[src/rtl/mem_stage_if.sv]
// EX/MEM -> MEM stage bus: EX/MEM register outputs in, branch/stall and MEM/WB register outputs out.
interface mem_stage_if #(
  parameter int unsigned WIDTH = 32
);
  logic             mem_read_im;
  logic             mem_write_im;
  logic             branch_im;
  logic             zero_im;
  logic [WIDTH-1:0] alu_out_im32;
  logic [WIDTH-1:0] write_data_im32;
  logic [4:0]       dst_reg_addr_im5;
  logic             reg_write_im;
  logic             mem_to_reg_im;
  logic [WIDTH-1:0] pc_branch_im32;

  logic             pc_src_o;
  logic [WIDTH-1:0] pc_branch_o32;
  logic             stall_o;
  logic [WIDTH-1:0] read_data_ow32;
  logic [WIDTH-1:0] alu_out_ow32;
  logic [4:0]       dst_reg_addr_ow5;
  logic             reg_write_ow;
  logic             mem_to_reg_ow;
  logic             misalign_ow;

  modport master (
    output mem_read_im, mem_write_im, branch_im, zero_im, alu_out_im32,
           write_data_im32, dst_reg_addr_im5, reg_write_im, mem_to_reg_im,
           pc_branch_im32,
    input  pc_src_o, pc_branch_o32, stall_o, read_data_ow32, alu_out_ow32,
           dst_reg_addr_ow5, reg_write_ow, mem_to_reg_ow, misalign_ow
  );

  modport slave (
    input  mem_read_im, mem_write_im, branch_im, zero_im, alu_out_im32,
           write_data_im32, dst_reg_addr_im5, reg_write_im, mem_to_reg_im,
           pc_branch_im32,
    output pc_src_o, pc_branch_o32, stall_o, read_data_ow32, alu_out_ow32,
           dst_reg_addr_ow5, reg_write_ow, mem_to_reg_ow, misalign_ow
  );
endinterface

[src/rtl/mem_stage.sv]
// MIPS memory stage: word data memory with MEM_LAT-cycle access, branch resolve, MEM/WB register.
// Optional MEM_MISALIGN_TRAP_EN: misaligned accesses suppress the store/writeback and flag misalign_ow.
module mem_stage #(
  parameter int unsigned WIDTH   = 32,
  parameter int unsigned DEPTH   = 64,
  parameter int unsigned MEM_LAT = 1
) (
  input  logic        clk_i,
  input  logic        reset_i,
  mem_stage_if.slave  bus
);

  localparam int unsigned AW = $clog2(DEPTH);
  localparam int unsigned CW = $clog2(MEM_LAT) + 1;
  localparam logic [CW-1:0] CNT_LAST = CW'(MEM_LAT - 1);

  typedef enum logic {IDLE, BUSY} state_t;

  state_t           state_q, state_d;
  logic [CW-1:0]    cnt_q, cnt_d;

  logic             access_c;
  logic             stall_c;
  logic             complete_c;
  logic             misalign_c;
  logic             store_c;
  logic [AW-1:0]    idx_c;

  logic [WIDTH-1:0] mem [DEPTH];

  logic [WIDTH-1:0] read_data_q;
  logic [WIDTH-1:0] alu_out_q;
  logic [4:0]       dst_reg_addr_q;
  logic             reg_write_q;
  logic             mem_to_reg_q;
  logic             misalign_q;

  assign access_c   = bus.mem_read_im | bus.mem_write_im;
  assign stall_c    = access_c & (cnt_q != CNT_LAST);
  assign complete_c = ~stall_c;
  assign idx_c      = bus.alu_out_im32[2 +: AW];

`ifdef MEM_MISALIGN_TRAP_EN
  assign misalign_c = access_c & (bus.alu_out_im32[1:0] != 2'b00);
`else
  assign misalign_c = 1'b0;
`endif

  assign store_c = bus.mem_write_im & complete_c & ~misalign_c;

  // Branch resolution is purely combinational and ignores stall.
  assign bus.pc_src_o      = bus.branch_im & bus.zero_im;
  assign bus.pc_branch_o32 = bus.pc_branch_im32;
  assign bus.stall_o       = stall_c;

  // Access-latency FSM state register
  always_ff @(posedge clk_i or posedge reset_i) begin
    if (reset_i) begin
      state_q <= IDLE;
      cnt_q   <= '0;
    end else begin
      state_q <= state_d;
      cnt_q   <= cnt_d;
    end
  end

  // Access-latency FSM next state
  always_comb begin
    state_d = state_q;
    cnt_d   = cnt_q;
    case (state_q)
      IDLE: begin
        if (stall_c) begin
          state_d = BUSY;
          cnt_d   = CW'(1);
        end
      end
      BUSY: begin
        // A dropped access mid-sequence abandons it rather than completing.
        if (!access_c || !stall_c) begin
          state_d = IDLE;
          cnt_d   = '0;
        end else begin
          cnt_d = cnt_q + CW'(1);
        end
      end
      default: begin
        state_d = IDLE;
        cnt_d   = '0;
      end
    endcase
  end

  // Data memory: contents are not reset
  always_ff @(posedge clk_i) begin
    if (store_c) begin
      mem[idx_c] <= bus.write_data_im32;
    end
  end

  // MEM/WB register: capture on completion, bubble while stalled
  always_ff @(posedge clk_i or posedge reset_i) begin
    if (reset_i) begin
      read_data_q    <= '0;
      alu_out_q      <= '0;
      dst_reg_addr_q <= '0;
      reg_write_q    <= 1'b0;
      mem_to_reg_q   <= 1'b0;
      misalign_q     <= 1'b0;
    end else if (complete_c) begin
      read_data_q    <= mem[idx_c];
      alu_out_q      <= bus.alu_out_im32;
      dst_reg_addr_q <= bus.dst_reg_addr_im5;
      reg_write_q    <= bus.reg_write_im & ~misalign_c;
      mem_to_reg_q   <= bus.mem_to_reg_im;
      misalign_q     <= misalign_c;
    end else begin
      reg_write_q    <= 1'b0;
      mem_to_reg_q   <= 1'b0;
      misalign_q     <= 1'b0;
    end
  end

  assign bus.read_data_ow32   = read_data_q;
  assign bus.alu_out_ow32     = alu_out_q;
  assign bus.dst_reg_addr_ow5 = dst_reg_addr_q;
  assign bus.reg_write_ow     = reg_write_q;
  assign bus.mem_to_reg_ow    = mem_to_reg_q;
  assign bus.misalign_ow      = misalign_q;

endmodule

[src/flat_wrapper.sv]
// flat-port wrapper written by rule: the top's interface ports become plain ports
module mem_stage_flat 
#(
  parameter int unsigned WIDTH   = 32,
  parameter int unsigned DEPTH   = 64,
  parameter int unsigned MEM_LAT = 1
)
  (clk_i, reset_i, bus_mem_read_im, bus_mem_write_im, bus_branch_im, bus_zero_im, bus_alu_out_im32, bus_write_data_im32, bus_dst_reg_addr_im5, bus_reg_write_im, bus_mem_to_reg_im, bus_pc_branch_im32, bus_pc_src_o, bus_pc_branch_o32, bus_stall_o, bus_read_data_ow32, bus_alu_out_ow32, bus_dst_reg_addr_ow5, bus_reg_write_ow, bus_mem_to_reg_ow, bus_misalign_ow);
  mem_stage_if #(.WIDTH(WIDTH)) bus_i ();
  input  logic clk_i;
  input  logic reset_i;
  input wire logic [$bits(bus_i.mem_read_im)-1:0] bus_mem_read_im;
  input wire logic [$bits(bus_i.mem_write_im)-1:0] bus_mem_write_im;
  input wire logic [$bits(bus_i.branch_im)-1:0] bus_branch_im;
  input wire logic [$bits(bus_i.zero_im)-1:0] bus_zero_im;
  input wire logic [$bits(bus_i.alu_out_im32)-1:0] bus_alu_out_im32;
  input wire logic [$bits(bus_i.write_data_im32)-1:0] bus_write_data_im32;
  input wire logic [$bits(bus_i.dst_reg_addr_im5)-1:0] bus_dst_reg_addr_im5;
  input wire logic [$bits(bus_i.reg_write_im)-1:0] bus_reg_write_im;
  input wire logic [$bits(bus_i.mem_to_reg_im)-1:0] bus_mem_to_reg_im;
  input wire logic [$bits(bus_i.pc_branch_im32)-1:0] bus_pc_branch_im32;
  output wire logic [$bits(bus_i.pc_src_o)-1:0] bus_pc_src_o;
  output wire logic [$bits(bus_i.pc_branch_o32)-1:0] bus_pc_branch_o32;
  output wire logic [$bits(bus_i.stall_o)-1:0] bus_stall_o;
  output wire logic [$bits(bus_i.read_data_ow32)-1:0] bus_read_data_ow32;
  output wire logic [$bits(bus_i.alu_out_ow32)-1:0] bus_alu_out_ow32;
  output wire logic [$bits(bus_i.dst_reg_addr_ow5)-1:0] bus_dst_reg_addr_ow5;
  output wire logic [$bits(bus_i.reg_write_ow)-1:0] bus_reg_write_ow;
  output wire logic [$bits(bus_i.mem_to_reg_ow)-1:0] bus_mem_to_reg_ow;
  output wire logic [$bits(bus_i.misalign_ow)-1:0] bus_misalign_ow;
  assign bus_i.mem_read_im = bus_mem_read_im;
  assign bus_i.mem_write_im = bus_mem_write_im;
  assign bus_i.branch_im = bus_branch_im;
  assign bus_i.zero_im = bus_zero_im;
  assign bus_i.alu_out_im32 = bus_alu_out_im32;
  assign bus_i.write_data_im32 = bus_write_data_im32;
  assign bus_i.dst_reg_addr_im5 = bus_dst_reg_addr_im5;
  assign bus_i.reg_write_im = bus_reg_write_im;
  assign bus_i.mem_to_reg_im = bus_mem_to_reg_im;
  assign bus_i.pc_branch_im32 = bus_pc_branch_im32;
  assign bus_pc_src_o = bus_i.pc_src_o;
  assign bus_pc_branch_o32 = bus_i.pc_branch_o32;
  assign bus_stall_o = bus_i.stall_o;
  assign bus_read_data_ow32 = bus_i.read_data_ow32;
  assign bus_alu_out_ow32 = bus_i.alu_out_ow32;
  assign bus_dst_reg_addr_ow5 = bus_i.dst_reg_addr_ow5;
  assign bus_reg_write_ow = bus_i.reg_write_ow;
  assign bus_mem_to_reg_ow = bus_i.mem_to_reg_ow;
  assign bus_misalign_ow = bus_i.misalign_ow;
  mem_stage #(.WIDTH(WIDTH), .DEPTH(DEPTH), .MEM_LAT(MEM_LAT)) u_core (.clk_i(clk_i), .reset_i(reset_i), .bus(bus_i));
endmodule
[config.mk]
export PLATFORM = sky130hd
export DESIGN_NAME = mem_stage_flat
export DESIGN_NICKNAME = d
export VERILOG_FILES = /design/src/rtl/mem_stage_if.sv /design/src/rtl/mem_stage.sv /design/src/flat_wrapper.sv
export SDC_FILE = /design/constraint.sdc
export NUM_CORES = 2
export LEC_CHECK = 0
export BUFFER_PORTS_ARGS = -buffer_cell sky130_fd_sc_hd__buf_2
export CORE_ASPECT_RATIO = 0.5
export CORE_MARGIN = 3
export CORE_UTILIZATION = 39
export DETAILED_ROUTE_END_ITERATION = 16
export GPL_ROUTABILITY_DRIVEN = 0
export PLACE_DENSITY = 0.58
export SYNTH_ARGS = -nofsm -noshare
export SYNTH_HDL_FRONTEND = slang
export SYNTH_SLANG_ARGS = --single-unit
export TNS_END_PERCENT = 30
[constraint.sdc]
create_clock -name clk_i -period 2.9 [get_ports clk_i]
set_input_delay 0.145 -clock clk_i [delete_from_list [all_inputs] [get_ports clk_i]]
set_output_delay 0.145 -clock clk_i [all_outputs]
set_load 0.02 [all_outputs]
==> out/qor.txt <==
Clock Sinks: 2121
routed length per placed instance: 35.9 um
run status: completed
Slowest cell on crit path: a221oi_1
Final Slew Violations: 0
Crit path largest cell delay: 0.85 ns
clock tree buffer depth: 4
Syn-to-layout area delta: 20.0%
R2R cell count: 6
Slew @ Worst Pin: 1.35 ns
Post-synth EDFFs: 2048
# IOs: 215
Vias/cell: 6.29
Sw Share: 22.5%
fin area: 97900 um2
asr flop ratio synth: 3.44%
CP startpoint kind: primary input
CTS tree: built
critical path startpoint: bus_alu_out_im32[2]
Cells after Synth: 4420
WP depth: 9
RSZ-0062 raised after global routing: false
crit path max fanout: 26
YS warnings: 0
#FFs+latches synth: 2121
Fmax: 0.351 GHz
top_reg_cell synth: edfxtp_1
worst path bufs/invs: 4
cell mode on critical path: a31oi_1
number of buffers inserted by port buffering: 149
Power Density: 659 nW/um2
Post-DP Area: 91000 um2
Final Hold Fails: 0
Worst VDD drop: 448 uV
Seq/Total Area, Yosys: 77.6%
WP data required: 3.57 ns
Starting Density: 39.7%
min cycle time layout: 2.85 ns
post-DP HPWL: 179000 um
row count: 117
CTS root buf: clkbuf_16
H-tree lvl count: 4
slew margin rel.: 9.91%
largest net degree at the start of global routing: 65
P_sw: 14.5 mW
crit path DAT: 3.52 ns
GRT Total Usage: 26.1%
critical path capture point type: flop
worst path cell trace: dlygate4sd3_1, buf_8, buf_12, buf_4, nor2_1, a31oi_1, o221ai_1, a221oi_1, a31oi_1
Die Width: 653 um
cell area after synthesis: 81600 um2
share of power burned in registers: 52.7%
Post-route DRC: 0
CP delay by family, top: compound AO/OA/AOI/OAI gates
Vias: 50115
Comb power frac: 7.0%
Synth Net Count: 4529
Final nets: 5178
clk slew on worst S/H paths: 0.06 ns
Mean Syn Cell Area: 18.5 um2
vias in the first global route: 47977
core area: 206000 um2
setup tns final: 0 ns
Routed WL: 286000 um
HP Class: primary input to async pin
post-route ant nets: 0
die area: 215000 um2
Leak Pwr: 32.0 nW
DR iter-0 viols: 8713
Max Cap Viol: 0
CTS buffer count: 196
total grt overflow: 0
Vert. Die Dim: 329 um
Unique masters post-synth: 66
Clk Latency, worst-skew pair: 0.88 ns
clk_skew: 0.0907 ns
critical path class: primary input to flop
Clock power frac: 40.3%
detailed-router iteration count before antenna repair: 6
Final setup violation count: 0
period utilization: 98.4%
Power Total: 64.5 mW
Post-CTS Setup Bufs: 0
share of cells above drive strength 1: 27.8%
FF-to-FF Start: u_core.mem[14][5]
internal power: 50.0 mW
initial antenna violation count: 30
first-pass GRT wire length: 392000 um
per-layer routing:
layer / share of wire [%] / GRT usage [%] / vias up
met5: 0.037 / 0 / -
met4: 2.9 / 7.05 / 16
met3: 14 / 7.33 / 548
met2: 44 / 38.9 / 3713
met1: 40 / 37.6 / 26309
li1: - / - / 19529
tightest hold or removal path: cells and delay by family:
| family | cells | cell delay, ns |
|---|---|---|
| buf+inv | 3 | 1.24 |
logic make-up (layout without fill, tap and decap cells):
logic type             after synthesis  in the layout  synth area share (%)
muxes                              506            506                  8.80
DFF                               2121           2121                  77.6
other                                1              5               0.00460
and+or+nand+nor                    497            497                  2.54
AOI/OAI and AO/OA                  949            949                  8.67
buffers and inverters              346           1147                  2.35
cells in the final DEF, fill, tap and decap left out, types with 146 or more instances in the layout:
cell type,instances
mux2i_1,156
nand2_1,214
buf_2,146
a22oi_1,170
mux4_2,149
buf_12,171
a221oi_1,252
clkbuf_16,197
mux2_2,201
edfxtp_1,2048
buf_4,415
state kept, by name (all words and copies together), names as in the netlist:
name / flops
u_core.mem: 2048
u_core.bus.dst_reg_addr_ow5: 5
u_core.bus.reg_write_ow: 1
u_core.bus.alu_out_ow32: 32
u_core.state_q: 1
u_core.bus.read_data_ow32: 32
u_core.cnt_q: 1
u_core.bus.mem_to_reg_ow: 1
power groups by stage:
stage | sequential [mW] | combinational (mW) | clock, mW
floorplan | 34.7 | 1.82 | 0
global placement | 34.7 | 4.29 | 0
detailed placement | 34.7 | 4.35 | 0
CTS | 34.0 | 4.42 | 26.2
global route | 34.0 | 4.67 | 27.4
finish | 34.0 | 4.52 | 26.0
stage by stage:
| stage | utilization (%) | worst slack (ns) | cells | hold slack [ns] |
|---|---|---|---|---|
| 5_1_grt | 47.6 | 0.0217 | 7960 | 0.0642 |
| 3_5_place_dp | 44.3 | -0.260 | 7551 | 0.290 |
| 6_report | 47.6 | 0.0473 | 7962 | 0.0454 |
| 2_1_floorplan | - | -0.328 | 4420 | 0.244 |
| 4_1_cts | 47.6 | 0.0215 | 7958 | 0.00513 |
| 3_3_place_gp | 44.3 | -1.70 | 7550 | 0.290 |
final timing paths:
check	end	slack (ns)
setup / recovery	u_core.bus.read_data_ow32[1]	0.05
hold / removal	u_core.bus.alu_out_ow32[11]	0.05
setup reg to reg	u_core.bus.read_data_ow32[5]	0.24
hold reg to reg	u_core.cnt_q	0.40
max in group asynchronous	u_core.bus.read_data_ow32[16]	1.91
min in group clk_i	u_core.mem[13][31]	0.05
cell usage after synthesis (all sizes together), types with 11 or more instances:
library cell / count / area share [%]
edfxtp: 2048 / 75
a221oi: 255 / 2.8
buf: 242 / 1.9
nand2: 214 / 0.98
mux2: 201 / 2.8
nor2: 198 / 0.91
a22oi: 170 / 1.6
mux2i: 156 / 1.9
mux4: 149 / 4.1
a21oi: 115 / 0.71
clkbuf: 99 / 0.46
o21ai: 95 / 0.58
o22ai: 82 / 0.63
dfrtp: 73 / 2.2
a22o: 37 / 0.40
a31oi: 34 / 0.26
nand3: 28 / 0.17
a221o: 27 / 0.33
o221ai: 20 / 0.21
o2bb2ai: 19 / 0.20
o32a: 15 / 0.18
o211ai: 13 / 0.12
a211oi: 11 / 0.10
what timing repair did:
item,4_1_cts,5_1_grt
endpoints found under the hold margin,664,0
resized for setup,0,1
hold buffers,57,0
endpoints found under the setup margin,0,1
cell type report:
cell class / count / area [um2]
diodes: 4 / 10.0
clock buffers: 254 / 5190
clock inverters: 96 / 1080
fillers: 16919 / 108000
inverters: 5 / 31.3
multi-input cells: 1953 / 16900
flip-flops and latches: 2121 / 63300
well taps: 2737 / 3420
repair buffers: 792 / 7890
No activity file was read; power rests on OpenSTA's default activity.
